==> src/rtl/invert_scheduler_pkg.sv <==
// Shared types and defaults for the invert engine scheduler.
package invert_sched_pkg;

    typedef enum logic [1:0] {IDLE, LAUNCH, WAIT, RESP} sched_state_t;

    localparam int DEF_N_REQ   = 4;
    localparam int DEF_WIDTH   = 8;
    localparam int DEF_LATENCY = 256;

endpackage

==> src/rtl/invert_scheduler_if.sv <==
// Requester-side and engine-side signals of the invert scheduler.
interface invert_scheduler_if
    import invert_sched_pkg::*;
#(
    parameter int N_REQ = DEF_N_REQ,
    parameter int WIDTH = DEF_WIDTH
);
    localparam int ID_W = $clog2(N_REQ);

    logic [N_REQ-1:0]       req;
    logic [N_REQ*WIDTH-1:0] y_in;
    logic [N_REQ-1:0]       ack;
    logic [WIDTH-1:0]       result;
    logic [ID_W-1:0]        result_id;
    logic                   busy;
    logic                   eng_start;
    logic [WIDTH-1:0]       eng_y;
    logic [WIDTH-1:0]       eng_x;

    modport master (
        output req, y_in, eng_x,
        input  ack, result, result_id, busy, eng_start, eng_y
    );

    modport slave (
        input  req, y_in, eng_x,
        output ack, result, result_id, busy, eng_start, eng_y
    );

endinterface

==> src/rtl/invert_scheduler_arb.sv <==
// Combinational round-robin arbiter: the requester after last_grant has top priority.
module rr_arbiter #(
    parameter int N = 4
) (
    input  logic [N-1:0]         req,
    input  logic [$clog2(N)-1:0] last_grant,
    output logic [N-1:0]         grant,
    output logic [$clog2(N)-1:0] grant_idx
);
    localparam int IDX_W = $clog2(N);
    localparam int SUM_W = IDX_W + 1;

    logic [SUM_W-1:0] shift_s;
    logic [2*N-1:0]   rot_s;
    logic [SUM_W-1:0] enc_s;
    logic [SUM_W-1:0] sum_s;
    logic             found_s;

    // Rotate so last_grant+1 lands at bit 0, take the lowest set bit, rotate the index back.
    always_comb begin
        shift_s = {1'b0, last_grant} + SUM_W'(1);
        rot_s   = {req, req} >> shift_s;
        enc_s   = '0;
        found_s = 1'b0;
        for (int i = 0; i < N; i++) begin
            if (rot_s[i] && !found_s) begin
                found_s = 1'b1;
                enc_s   = SUM_W'(i);
            end else begin
                found_s = found_s;
            end
        end
        sum_s = enc_s + shift_s;
        if (sum_s >= SUM_W'(N)) begin
            sum_s = sum_s - SUM_W'(N);
        end else begin
            sum_s = sum_s;
        end
        grant_idx = sum_s[IDX_W-1:0];
        if (found_s) begin
            grant = N'(1) << grant_idx;
        end else begin
            grant = '0;
        end
    end

endmodule

==> src/rtl/invert_scheduler.sv <==
// Shares one fixed-latency invert engine among N_REQ requesters, round-robin,
// returning each result with a one-cycle ack.
module invert_scheduler
    import invert_sched_pkg::*;
#(
    parameter int N_REQ   = DEF_N_REQ,
    parameter int WIDTH   = DEF_WIDTH,
    parameter int LATENCY = DEF_LATENCY
) (
    input  logic               clk,
    input  logic               rst_n,
    invert_scheduler_if.slave  bus
);
    localparam int ID_W  = $clog2(N_REQ);
    localparam int CNT_W = $clog2(LATENCY + 1);

    sched_state_t      state_r;
    sched_state_t      state_next_s;
    logic [CNT_W-1:0]  cnt_r;
    logic [ID_W-1:0]   last_grant_r;
    logic [ID_W-1:0]   result_id_r;
    logic [WIDTH-1:0]  eng_y_r;
    logic [WIDTH-1:0]  result_r;
    logic [N_REQ-1:0]  ack_r;
    logic              busy_r;
    logic [N_REQ-1:0]  grant_s;
    logic [ID_W-1:0]   grant_idx_s;
    logic [WIDTH-1:0]  y_sel_s;

    rr_arbiter #(.N(N_REQ)) u_arb (
        .req        (bus.req),
        .last_grant (last_grant_r),
        .grant      (grant_s),
        .grant_idx  (grant_idx_s)
    );

    // Operand of the current winner.
    always_comb begin
        y_sel_s = '0;
        for (int i = 0; i < N_REQ; i++) begin
            if (grant_s[i]) begin
                y_sel_s = bus.y_in[i*WIDTH +: WIDTH];
            end else begin
                y_sel_s = y_sel_s;
            end
        end
    end

    // Next-state decode.
    always_comb begin
        state_next_s = state_r;
        case (state_r)
            IDLE: begin
                if (|bus.req) begin
                    state_next_s = LAUNCH;
                end else begin
                    state_next_s = IDLE;
                end
            end
            LAUNCH: state_next_s = WAIT;
            WAIT: begin
                if (cnt_r == CNT_W'(1)) begin
                    state_next_s = RESP;
                end else begin
                    state_next_s = WAIT;
                end
            end
            RESP:    state_next_s = IDLE;
            default: state_next_s = IDLE;
        endcase
    end

    // State register.
    always_ff @(posedge clk or negedge rst_n) begin
        if (!rst_n) begin
            state_r <= IDLE;
        end else begin
            state_r <= state_next_s;
        end
    end

    // Grant latch, latency counter and result capture; the engine itself is never reset here.
    always_ff @(posedge clk or negedge rst_n) begin
        if (!rst_n) begin
            cnt_r        <= '0;
            last_grant_r <= ID_W'(N_REQ - 1);
            result_id_r  <= '0;
            eng_y_r      <= '0;
            result_r     <= '0;
            ack_r        <= '0;
            busy_r       <= 1'b0;
        end else begin
            ack_r  <= '0;
            busy_r <= (state_next_s != IDLE);
            case (state_r)
                IDLE: begin
                    if (|bus.req) begin
                        eng_y_r      <= y_sel_s;
                        result_id_r  <= grant_idx_s;
                        last_grant_r <= grant_idx_s;
                    end
                end
                LAUNCH: cnt_r <= CNT_W'(LATENCY);
                WAIT: begin
                    cnt_r <= cnt_r - CNT_W'(1);
                    if (cnt_r == CNT_W'(1)) begin
                        result_r <= bus.eng_x;
                        ack_r    <= N_REQ'(1) << result_id_r;
                    end
                end
                default: cnt_r <= cnt_r;
            endcase
        end
    end

    assign bus.eng_start = (state_r == LAUNCH);
    assign bus.eng_y     = eng_y_r;
    assign bus.ack       = ack_r;
    assign bus.result    = result_r;
    assign bus.result_id = result_id_r;
    assign bus.busy      = busy_r;

endmodule
==> src/flat_wrapper.sv <==
// flat-port wrapper written by rule: the top's interface ports become plain ports
module invert_scheduler_flat import invert_sched_pkg::*;
#(
    parameter int N_REQ   = DEF_N_REQ,
    parameter int WIDTH   = DEF_WIDTH,
    parameter int LATENCY = DEF_LATENCY
)
  (clk, rst_n, bus_req, bus_y_in, bus_eng_x, bus_ack, bus_result, bus_result_id, bus_busy, bus_eng_start, bus_eng_y);
  invert_scheduler_if #(.N_REQ(N_REQ), .WIDTH(WIDTH)) bus_i ();
  input  logic clk;
  input  logic rst_n;
  input wire logic [$bits(bus_i.req)-1:0] bus_req;
  input wire logic [$bits(bus_i.y_in)-1:0] bus_y_in;
  input wire logic [$bits(bus_i.eng_x)-1:0] bus_eng_x;
  output wire logic [$bits(bus_i.ack)-1:0] bus_ack;
  output wire logic [$bits(bus_i.result)-1:0] bus_result;
  output wire logic [$bits(bus_i.result_id)-1:0] bus_result_id;
  output wire logic [$bits(bus_i.busy)-1:0] bus_busy;
  output wire logic [$bits(bus_i.eng_start)-1:0] bus_eng_start;
  output wire logic [$bits(bus_i.eng_y)-1:0] bus_eng_y;
  assign bus_i.req = bus_req;
  assign bus_i.y_in = bus_y_in;
  assign bus_i.eng_x = bus_eng_x;
  assign bus_ack = bus_i.ack;
  assign bus_result = bus_i.result;
  assign bus_result_id = bus_i.result_id;
  assign bus_busy = bus_i.busy;
  assign bus_eng_start = bus_i.eng_start;
  assign bus_eng_y = bus_i.eng_y;
  invert_scheduler #(.N_REQ(N_REQ), .WIDTH(WIDTH), .LATENCY(LATENCY)) u_core (.clk(clk), .rst_n(rst_n), .bus(bus_i));
endmodule
==> config.mk <==
export PLATFORM = sky130hd
export DESIGN_NAME = invert_scheduler_flat
export DESIGN_NICKNAME = d
export VERILOG_FILES = /design/src/rtl/invert_scheduler_pkg.sv /design/src/rtl/invert_scheduler_if.sv /design/src/rtl/invert_scheduler_arb.sv /design/src/rtl/invert_scheduler.sv /design/src/flat_wrapper.sv
export SDC_FILE = /design/constraint.sdc
export NUM_CORES = 1
export LEC_CHECK = 0
export CORE_ASPECT_RATIO = 0.7
export CORE_MARGIN = 1
export CORE_UTILIZATION = 42
export DETAILED_ROUTE_END_ITERATION = 8
export PLACE_DENSITY_LB_ADDON = 0.05
export RECOVER_POWER = 25
export SYNTH_ARGS = -nofsm -noshare
export SYNTH_HDL_FRONTEND = slang
export SYNTH_SLANG_ARGS = --single-unit
export TNS_END_PERCENT = 5
==> constraint.sdc <==
create_clock -name clk -period 2.6 [get_ports clk]
set_input_delay 0.26 -clock clk [delete_from_list [all_inputs] [get_ports clk]]
set_output_delay 0.26 -clock clk [all_outputs]
set_load 0.03 [all_outputs]
### Word-level counts from Yosys, hierarchy flattened

Cells that the tools add are included.

| operators by class | value |
|---|---|
| add/sub/neg operators | 4 |
| multipliers | 0 |
| div/mod/pow operators | 0 |
| magnitude comparators | 1 |
| equality and inequality tests | 4 |
| shifts and indexed selects | 3 |
| mux-type cells | 19 |
| bitwise logic cells | 0 |
| reductions and logical operators | 12 |

Operators with widths:

| kind | count |
|---|---|
| $mux 8 | 4 |
| $pmux 9 s2 | 1 |
| $mux 4 | 3 |
| $eq 9x1->1 const B | 1 |
| $sub 9x1->9 const B | 1 |
| $pmux 2 s4 | 1 |
| $shl 1x2->4 const A | 2 |
| $shr 8x3->4 | 1 |
| $mux 1 | 7 |
| $mux 3 | 2 |
| $eq 2x2->1 const B | 2 |
| $reduce_and 2->1 | 2 |
| $reduce_bool 2->1 | 2 |
| $reduce_or 4->1 | 1 |
| $add 2x1->3 const B | 1 |
| $add 3x3->3 | 1 |
| $ge 3x3->1 const B | 1 |
| $logic_and 1x1->1 | 3 |
| $logic_not 1->1 | 3 |
| $eq 2x1->1 const B | 1 |
| $logic_not 2->1 | 1 |
| $mux 2 | 1 |
| $sub 2x1->2 const B | 1 |

| word-level totals | value |
|---|---|
| flip-flop bits (word level) | 36 |
| bits in latches | 0 |
| memory bits (writable) | 0 |
| ROM bits | 0 |
| bits of input ports | 46 |
| output and inout port bits | 24 |
| logic and storage cells | 51 |
| memories | 0 |

### Depth between registers and ports, before layout

Gate-level depths: netlist of run 1.

| logic depth | value |
|---|---|
| word-level depth | 21 |
| gate-level depth with buffers | 12 |
| depth with buffers taken out | 10 |

### Modules after synthesis

Synthesis of run 1 repeated with hierarchy kept, for this count alone.

| second synthesis, totals | value |
|---|---|
| cell total of the unflattened synthesis | 194 |
| area, all modules | 2037.0 um^2 |

Modules (own cells, without submodules):

| module | instances | cells an instance | area each (um^2) | seq. area each (um^2) |
|---|---|---|---|---|
| invert_scheduler | 1 | 154 | 1764.2 | 903.4 |
| rr_arbiter | 1 | 40 | 272.8 | 0.0 |

### Worst setup path after synthesis of run 1

No wires, ideal clock.

| path | value |
|---|---|
| kind | reg2reg |
| start point | register u_core.last_grant_r[0] |
| end point | register u_core.eng_y_r[7] (netlist: u_core.bus.eng_y[7]) |
| library setup time | 126 ps |
| arrival time | 2204 ps |
| required time | 2474 ps |
| slack | 270 ps |
| cell stages (with the launch flop) | 13 |
| path buffers | 2 |
| clock period less this slack | 2330 ps |
| cells stage by stage | dfstp_2 > buf_2 > nand2_1 > nor2_1 > a21oi_1 > o21ai_0 > a21oi_1 > ha_1 > xnor2_1 > xnor2_2 > buf_6 > nor3_1 > a221o_1 |

| on the way | value |
|---|---|
| longest elaborated chain between the ends | 21 |
| elaborated cells on any way between the ends | 25 |
| classes of those cells | add/sub: 3; order compare: 1; shift: 2; mux: 13; reduce/logical: 6 |

RTL lines:

| element | RTL line | text |
|---|---|---|
| from (decl) | invert_scheduler.sv:20 | `logic [ID_W-1:0] last_grant_r;` |
| from (signal assigned) | invert_scheduler.sv:86 | `last_grant_r <= ID_W'(N_REQ - 1);` |
| from (signal assigned) | invert_scheduler.sv:100 | `last_grant_r <= grant_idx_s;` |
| $add 2x1->3 (*) | invert_scheduler_arb.sv:21 | `shift_s = {1'b0, last_grant} + SUM_W'(1);` |
| $shr 8x3->4 | invert_scheduler_arb.sv:22 | `rot_s = {req, req} >> shift_s;` |
| $mux 1 | invert_scheduler_arb.sv:26 | `if (rot_s[i] && !found_s) begin` |
| $logic_not 1->1 | invert_scheduler_arb.sv:26 |  |
| $logic_and 1x1->1 | invert_scheduler_arb.sv:26 |  |
| $mux 1 | invert_scheduler_arb.sv:26 |  |
| $logic_not 1->1 | invert_scheduler_arb.sv:26 |  |
| $logic_and 1x1->1 | invert_scheduler_arb.sv:26 |  |
| [3 not listed] | - |  |
| $mux 3 | invert_scheduler_arb.sv:26 |  |
| $add 3x3->3 | invert_scheduler_arb.sv:33 | `sum_s = enc_s + shift_s;` |
| $ge 3x3->1 / $sub 2x1->2 (equally long branches) | invert_scheduler_arb.sv:34, invert_scheduler_arb.sv:35 |  |
| $mux 2 | invert_scheduler_arb.sv:34 | `if (sum_s >= SUM_W'(N)) begin` |
| $shl 1x2->4 | invert_scheduler_arb.sv:41 | `grant = N'(1) << grant_idx;` |
| $mux 4 (*) | invert_scheduler_arb.sv:40 | `if (found_s) begin` |
| $mux 8 (3 in a row) | invert_scheduler.sv:41 | `if (grant_s[i]) begin` |
| $mux 8 (*) | invert_scheduler.sv:41 |  |
| to (signal assigned) | invert_scheduler.sv:98 | `eng_y_r <= y_sel_s;` |
| to (decl) | invert_scheduler.sv:22 | `logic [WIDTH-1:0] eng_y_r;` |

Mark *: on every way between the ends. The rest lies on a longest branch, timed or not.
A chain may end at the register's enable or synchronous reset.

### Worst setup path in the final report of run 1

| path | value |
|---|---|
| start point | input port bus_req[1] |
| end point | register u_core.eng_y_r[4] (netlist: u_core.bus.eng_y[4]) |

| on the way | value |
|---|---|
| longest elaborated chain between the ends | 20 |
| elaborated cells on any way between the ends | 26 |
| classes of those cells | add/sub: 2; order compare: 1; shift: 2; mux: 13; reduce/logical: 8 |

RTL lines:

| element | RTL line | text |
|---|---|---|
| from (decl) | flat_wrapper.sv:12 | `input wire logic [$bits(bus_i.req)-1:0] bus_req;` |
| $shr 8x3->4 | invert_scheduler_arb.sv:22 |  |
| $mux 1 | invert_scheduler_arb.sv:26 |  |
| $logic_not 1->1 | invert_scheduler_arb.sv:26 |  |
| $logic_and 1x1->1 | invert_scheduler_arb.sv:26 |  |
| $mux 1 | invert_scheduler_arb.sv:26 |  |
| $logic_not 1->1 | invert_scheduler_arb.sv:26 |  |
| $logic_and 1x1->1 | invert_scheduler_arb.sv:26 |  |
| $mux 1 | invert_scheduler_arb.sv:26 |  |
| $logic_not 1->1 | invert_scheduler_arb.sv:26 |  |
| $logic_and 1x1->1 | invert_scheduler_arb.sv:26 |  |
| $mux 3 | invert_scheduler_arb.sv:26 |  |
| $add 3x3->3 | invert_scheduler_arb.sv:33 |  |
| $ge 3x3->1 / $sub 2x1->2 (equally long branches) | invert_scheduler_arb.sv:34, invert_scheduler_arb.sv:35 |  |
| $mux 2 | invert_scheduler_arb.sv:34 |  |
| $shl 1x2->4 | invert_scheduler_arb.sv:41 |  |
| $mux 4 | invert_scheduler_arb.sv:40 |  |
| $mux 8 (4 in a row) | invert_scheduler.sv:41 |  |

Parallel ways exist; a longest one is shown, timed or not.

==> results.ini, run 1 <==
[layout]
layout_commonest_cell=clkdlybuf4s50_1
final_cell_mix=clkdlybuf4s50_1 (66), nand2_1 (40), dfrtp_1 (34), nor2_1 (18), buf_4 (14)
utilization_pct=66.9
fillers=369
drive_gt1_share_pct=13.1
area_delta_synth_final_pct=50.8
antennaDiodeCount=0
nNetsFinal=341

[die]
start_util_pct=44.4
row_count=20
io_pins=70
fp.dieW_um=83.5
core_area_um2=4400
dieArea_um2=4930
die_height_um=59.1

[power]
power_frac_comb_pct=14.0
finalPower_mw=1.13
power_frac_clock_pct=36.4
power.leakage_nw=1.34
power_density_nw_per_um2=383
cell_internal_pwr_uw=878
switching_share_pct=22.3
p_switching_uw=252
seq_power_share_pct=49.6
irDropWorstVdd_uv=329

[sta]
slew_viol_final=37
finalCritPeriodShare_pct=94.4
relSlewSlack_pct=-24.6
worst_pin_slew_ps=1870
setup_viol=0
max_freq_mhz=407
hold_viol_final=0
skew_ps=6.22
final_period_minus_worst_setup_slack_ps=2460

[clock_tree]
cts_buffer_depth=2
root_buffer=clkbuf_8
clk_latency_ps=290
numCtsBuffers=5
cts_max_level=2
clkTransAtPathRegs_ps=70
cts_tree=built
clkSinkCount=36

[route]
drt_iter0_markers=94
drtAntennaViolNets=0
routed_wl_um=4530
drtPass1Iterations=4
wl_per_cell_um=13.2
vias_per_cell=5.01
dr_total_vias=1724
drc=0

[grt]
top_usage_layer=met2
grt_use_total_pct=18.9
grt_pass1_vias=1572
grtUsageMet2_pct=29.0
gr-usage-met3_pct=5.57
grt_pass1_wl_um=7260
use_met1_pct=26.6
antenna_found_initial=0
grt_overflow_total=0
grt_max_degree=37

[run_status]
status=complete, but fails checks
violations=capacitance limit, slew limit

[critical_path]
r2r_slack_ps=200
r2r_end=u_core.bus.eng_y[4]
critPathLaunchType=primary input
r2r-start=u_core.last_grant_r[0]
worstPathRequired_ps=2810
crit_fanout=7
arrival_ps=2670
r2r_cells=11
crit_path_end_kind=flip-flop
worstSetupPathType=in2reg

[place]
portBuffers=69
hpwl_um=3330
gp_congestion=0.783

[hold_path]
hp-class=in2async

[synthesis]
synth.cell_area_um2=1950
ys_ff_latch=36
yosysSeqAreaShare_pct=46.2
ys_async_sr_fraction_pct=100
synth_edf_count=0
synthCells=203
yosys_warnings=0
synth_ff_type=dfrtp_1
synth.distinct_cells=42
postSynthNetCount=256
synth.avg_cell_area_um2=9.63

[run]
cap_violations=1

synthesized netlist by cell type, types with 3 or more instances:
library cell,number,share of area [%]
mux2_2,7,4.0
mux2i_1,10,5.1
dfrtp_1,34,44
nor4_1,3,0.96
a21oi_1,10,2.6
o32ai_1,7,3.1
nand2_1,40,7.7
nand3_1,3,0.77
ha_1,7,4.5
nor2_1,19,3.6
nor3_1,5,1.3
xnor2_1,4,1.8
o21ai_0,10,2.6
inv_1,6,1.2
worst max-delay path: stages:
cell	delay, ps
clkdlybuf4s50_1	550
buf_4	150
nor2_1	30
a21oi_1	130
o21ai_1	80
a21oi_1	150
ha_2	260
xnor2_4	90
buf_12	140
xnor2_4	290
mux2_2	380
a21oi_1	140
logic make-up after synthesis:
| kind of cell | after synthesis | synth area share, % |
|---|---|---|
| flops | 36 | 46.2 |
| xor+xnor | 7 | 3.52 |
| compound gates | 39 | 13.4 |
| mux | 17 | 9.16 |
| fa+ha+maj | 7 | 4.48 |
| buf+inv | 15 | 4.54 |
| simple gates | 82 | 18.7 |
registers in the layout, summed over array words and instances (netlist names):
register,count
u_core.bus.result_id,2
u_core.last_grant_r,2
u_core.state_r,2
u_core.bus.result,8
u_core.bus.eng_y,8
u_core.bus.ack,4
u_core.cnt_r,9
u_core.bus.busy,1
per-stage QoR:
step | cell area (um2) | setup TNS [ps] | hold WS, ps | instances | setup slack (ps)
finish | 2950 | 0 | 463 | 344 | 145
detailed placement | 2770 | -1900 | 392 | 334 | -270
global placement | 2770 | -1300 | 396 | 334 | -186
CTS | 2870 | 0 | 72.8 | 342 | 117
floorplan | 1950 | 0 | -35.6 | 203 | 270
global route | 2950 | -23.4 | 504 | 344 | -19.6
worst max-delay path by stage:
stage                                start             endpoint  slack (ps)  cells past startpoint
floorplan           u_core.last_grant_r[0]  u_core.bus.eng_y[7]         270                     12
global placement                bus_req[3]  u_core.bus.eng_y[4]        -190                     11
finish                          bus_req[1]  u_core.bus.eng_y[4]         140                     12
CTS                 u_core.last_grant_r[0]  u_core.bus.eng_y[6]         120                     11
detailed placement              bus_req[1]  u_core.bus.eng_y[4]        -270                     11
global route                    bus_req[1]  u_core.bus.eng_y[0]         -20                     12
power groups by stage:
stage	combinational, mW	sequential (mW)	clock, mW
final	0.158	0.560	0.411
after global routing	0.174	0.559	0.445
after CTS	0.157	0.560	0.421
after detailed placement	0.156	0.571	0
after global placement	0.156	0.571	0
after floorplan	0.0539	0.571	0
final cells by class:
cell class | instances | area (um2) | area share (%)
clock buffer | 8 | 90.1 | 3.06
tap | 55 | 68.8 | 2.33
sequential | 36 | 903 | 30.6
timing repair buffer | 85 | 835 | 28.3
inverter | 7 | 26.3 | 0.891
multi-input combinational | 153 | 1020 | 34.8
per-layer routing:
| layer | wire [um] | vias up |
|---|---|---|
| met5 | 0 | - |
| met4 | 31 | 0 |
| met3 | 249 | 6 |
| met2 | 2040 | 46 |
| met1 | 2220 | 795 |
| li1 | - | 877 |
timing repair:
action | CTS | global route
setup buffers | 0 | 1
pin swaps | 0 | 3
gates cloned | 0 | 1
endpoints found under the setup margin | 1 | 7
hold buffers | 0 | 0
gates resized for setup | 1 | 8
Power figures use the tool's default switching activity.
==> inputs of run 2 (changes only) <==
--- a/config.mk
+++ b/config.mk
@@ -11,6 +11,7 @@
 export DETAILED_ROUTE_END_ITERATION = 8
 export PLACE_DENSITY_LB_ADDON = 0.05
 export RECOVER_POWER = 25
+export SLEW_MARGIN = 20
 export SYNTH_ARGS = -nofsm -noshare
 export SYNTH_HDL_FRONTEND = slang
 export SYNTH_SLANG_ARGS = --single-unit
==> results of run 2 <==
Same layout as run 1: the final DEF is identical, and so are final timing and power.
==> inputs of run 3 (changes only) <==
--- a/config.mk
+++ b/config.mk
@@ -7,7 +7,7 @@
 export LEC_CHECK = 0
 export CORE_ASPECT_RATIO = 0.7
 export CORE_MARGIN = 1
-export CORE_UTILIZATION = 42
+export CORE_UTILIZATION = 45
 export DETAILED_ROUTE_END_ITERATION = 8
 export PLACE_DENSITY_LB_ADDON = 0.05
 export RECOVER_POWER = 25
@@ -15,4 +15,3 @@
 export SYNTH_ARGS = -nofsm -noshare
 export SYNTH_HDL_FRONTEND = slang
 export SYNTH_SLANG_ARGS = --single-unit
-export TNS_END_PERCENT = 5
==> results.ini, run 3 (synthesis gave the netlist of run 1 again) <==
[run_status]
status=complete, but fails checks  ; unchanged
violations=capacitance limit, slew limit  ; unchanged

[layout]
area_delta_synth_final_pct=47.1  ; was 50.8%
nNetsFinal=340  ; was 341
top_register=u_core.cnt_r  ; unchanged
drive_gt1_share_pct=12.5  ; was 13.1%
layout_commonest_cell=clkdlybuf4s50_1  ; unchanged
antennaDiodeCount=0  ; unchanged
final_cell_mix=clkdlybuf4s50_1 (68), nand2_1 (40), dfrtp_1 (34), nor2_1 (19), buf_4 (16)  ; was clkdlybuf4s50_1 (66), nand2_1 (40), dfrtp_1 (34), nor2_1 (18), buf_4 (14)
largest_register_ffs=9  ; unchanged

[power]
power.leakage_nw=1.30  ; was 1.34 nW
power_density_nw_per_um2=393  ; was 383 nW/um2
irDropWorstVdd_uv=247  ; was 329 uV

[critical_path]
worstSetupPathType=reg2reg  ; was in2reg
crit_path_end_kind=flip-flop  ; unchanged
worstPathRequired_ps=2810  ; about the same
crit_fanout=12  ; was 7
r2r_cells=10  ; was 11
r2r_slack_ps=200  ; about the same
arrival_ps=2610  ; was 2670 ps
critPathLaunchType=flip-flop  ; was primary input

[sta]
layout_setup_ws_ps=204  ; was 145 ps
final_period_minus_worst_setup_slack_ps=2400  ; was 2460 ps
skew_ps=7.04  ; was 6.22 ps
max_freq_mhz=417  ; was 407 MHz
rsz0062_at_grt=false
fin_setup_tns_ps=0  ; unchanged
relSlewSlack_pct=-23.6  ; was -24.6%
finalCritPeriodShare_pct=92.2  ; was 94.4%
worst_pin_slew_ps=1850  ; was 1870 ps
hold_viol_final=0  ; unchanged
slew_viol_final=37  ; unchanged
setup_viol=0  ; unchanged

[route]
drt_iter0_markers=104  ; was 94
drtAntennaViolNets=0  ; unchanged
vias_per_cell=5.09  ; was 5.01
drtPass1Iterations=4  ; unchanged
wl_per_cell_um=13.2  ; about the same
drc=0  ; unchanged
routed_wl_um=4500  ; was 4530 um
dr_total_vias=1731  ; was 1724

[run]
cap_violations=1  ; unchanged

[die]
core_area_um2=4040  ; was 4400 um2
fp.dieW_um=80.8  ; was 83.5 um
start_util_pct=48.4  ; was 44.4%
io_pins=70  ; unchanged
dieArea_um2=4610  ; was 4930 um2
row_count=19  ; was 20
die_height_um=57.1  ; was 59.1 um

[clock_tree]
cts_buffer_depth=2  ; unchanged
numCtsBuffers=5  ; unchanged
root_buffer=clkbuf_8  ; unchanged
cts_max_level=2  ; unchanged
clkSinkCount=36  ; unchanged
clkTransAtPathRegs_ps=70  ; about the same
clk_latency_ps=290  ; about the same
cts_tree=built  ; unchanged

[hold_path]
hp-class=in2async  ; unchanged

[grt]
grt_max_degree=37  ; unchanged
grt_pass1_wl_um=7620  ; was 7260 um
grt_use_total_pct=21.9  ; was 18.9%
use_met1_pct=30.3  ; was 26.6%
grt_pass1_vias=1683  ; was 1572
antenna_found_initial=0  ; unchanged
gr-usage-met3_pct=6.72  ; was 5.57%
top_usage_layer=met2  ; unchanged
grt_overflow_total=0  ; unchanged
grtUsageMet2_pct=33.9  ; was 29.0%

[place]
portBuffers=69  ; unchanged
hpwl_um=3360  ; was 3330 um
gp_congestion=0.783  ; about the same
pre_cts_slack_ps=-268  ; was -270 ps

## run 3: cell types whose count changed in the layout (fill, tap and decap cells not counted), sizes merged
| cell | before | now |
|---|---|---|
| xnor2 | 6 | 5 |
| clkdlybuf4s50 | 66 | 68 |
| clkbuf | 9 | 8 |
| clkinvlp | 0 | 1 |
| dlymetal6s2s | 2 | 0 |
## run 3: layer usage
layer	wire length (um)	part of all wire, %
met1	2170	48
met2	2040	45
met3	258	5.7
met4	29	0.64
met5	0	0
## run 3: timing repair
action / 4_1_cts / 5_1_grt
setup endpoints to repair: 0 / 9
gates resized for setup: 0 / 2
hold buffers: 0 / 0
buffers inserted: 0 / 2
## run 3: worst max-delay path, stage by stage (launching register included)
cell and delay, ps:
dfstp_2 580, nand2_1 60, nor2_1 80, a21oi_1 50, o21ai_0 150, a21oi_1 70, ha_1 230, xnor2_2 180
xnor2_4 390, mux2_2 380, a21oi_1 150
## run 3: metrics by stage
stage                     hold WS [ps]  util (%)  std cells  instance area (um2)  total power, mW
after floorplan                  -35.6         -        203                 1950            0.625
after global routing               505      71.1        340                 2870             1.18
after global placement             390      68.0        330                 2750            0.720
after CTS                         59.7      70.3        338                 2840             1.14
after detailed placement           380      68.0        330                 2750            0.722
final                              468      71.1        340                 2870             1.13
## run 3: final timing paths
| path | to | startpoint |
|---|---|---|
| min in group clk | u_core.bus.result[1] | u_core.bus.result[1] |
| max in group asynchronous | u_core.bus.eng_y[3] | rst_n |
| worst min register to register | u_core.bus.result[1] | u_core.bus.result[1] |
| worst min-delay path | u_core.cnt_r[7] | rst_n |
| worst max register to register | u_core.bus.eng_y[0] | u_core.last_grant_r[0] |
| worst max-delay path | u_core.bus.eng_y[0] | u_core.last_grant_r[0] |
## run 3: cell type report
class                   instances  area (um2)
inverters                       7        26.3
repair buffers                 85         805
well taps                      52        65.1
flip-flops and latches         36         903
multi-input cells             152         981
clock buffers                   7        86.3
fillers                       331        1170
clock inverters                 1        7.51
## run 3: report_power, final
| part | switching [mW] | total, mW | internal (mW) |
|---|---|---|---|
| combinational | 0.0556 | 0.153 | 0.0978 |
| clock | 0.200 | 0.416 | 0.215 |
| sequential | 0 | 0.560 | 0.560 |
| total | 0.256 | 1.13 | 0.873 |
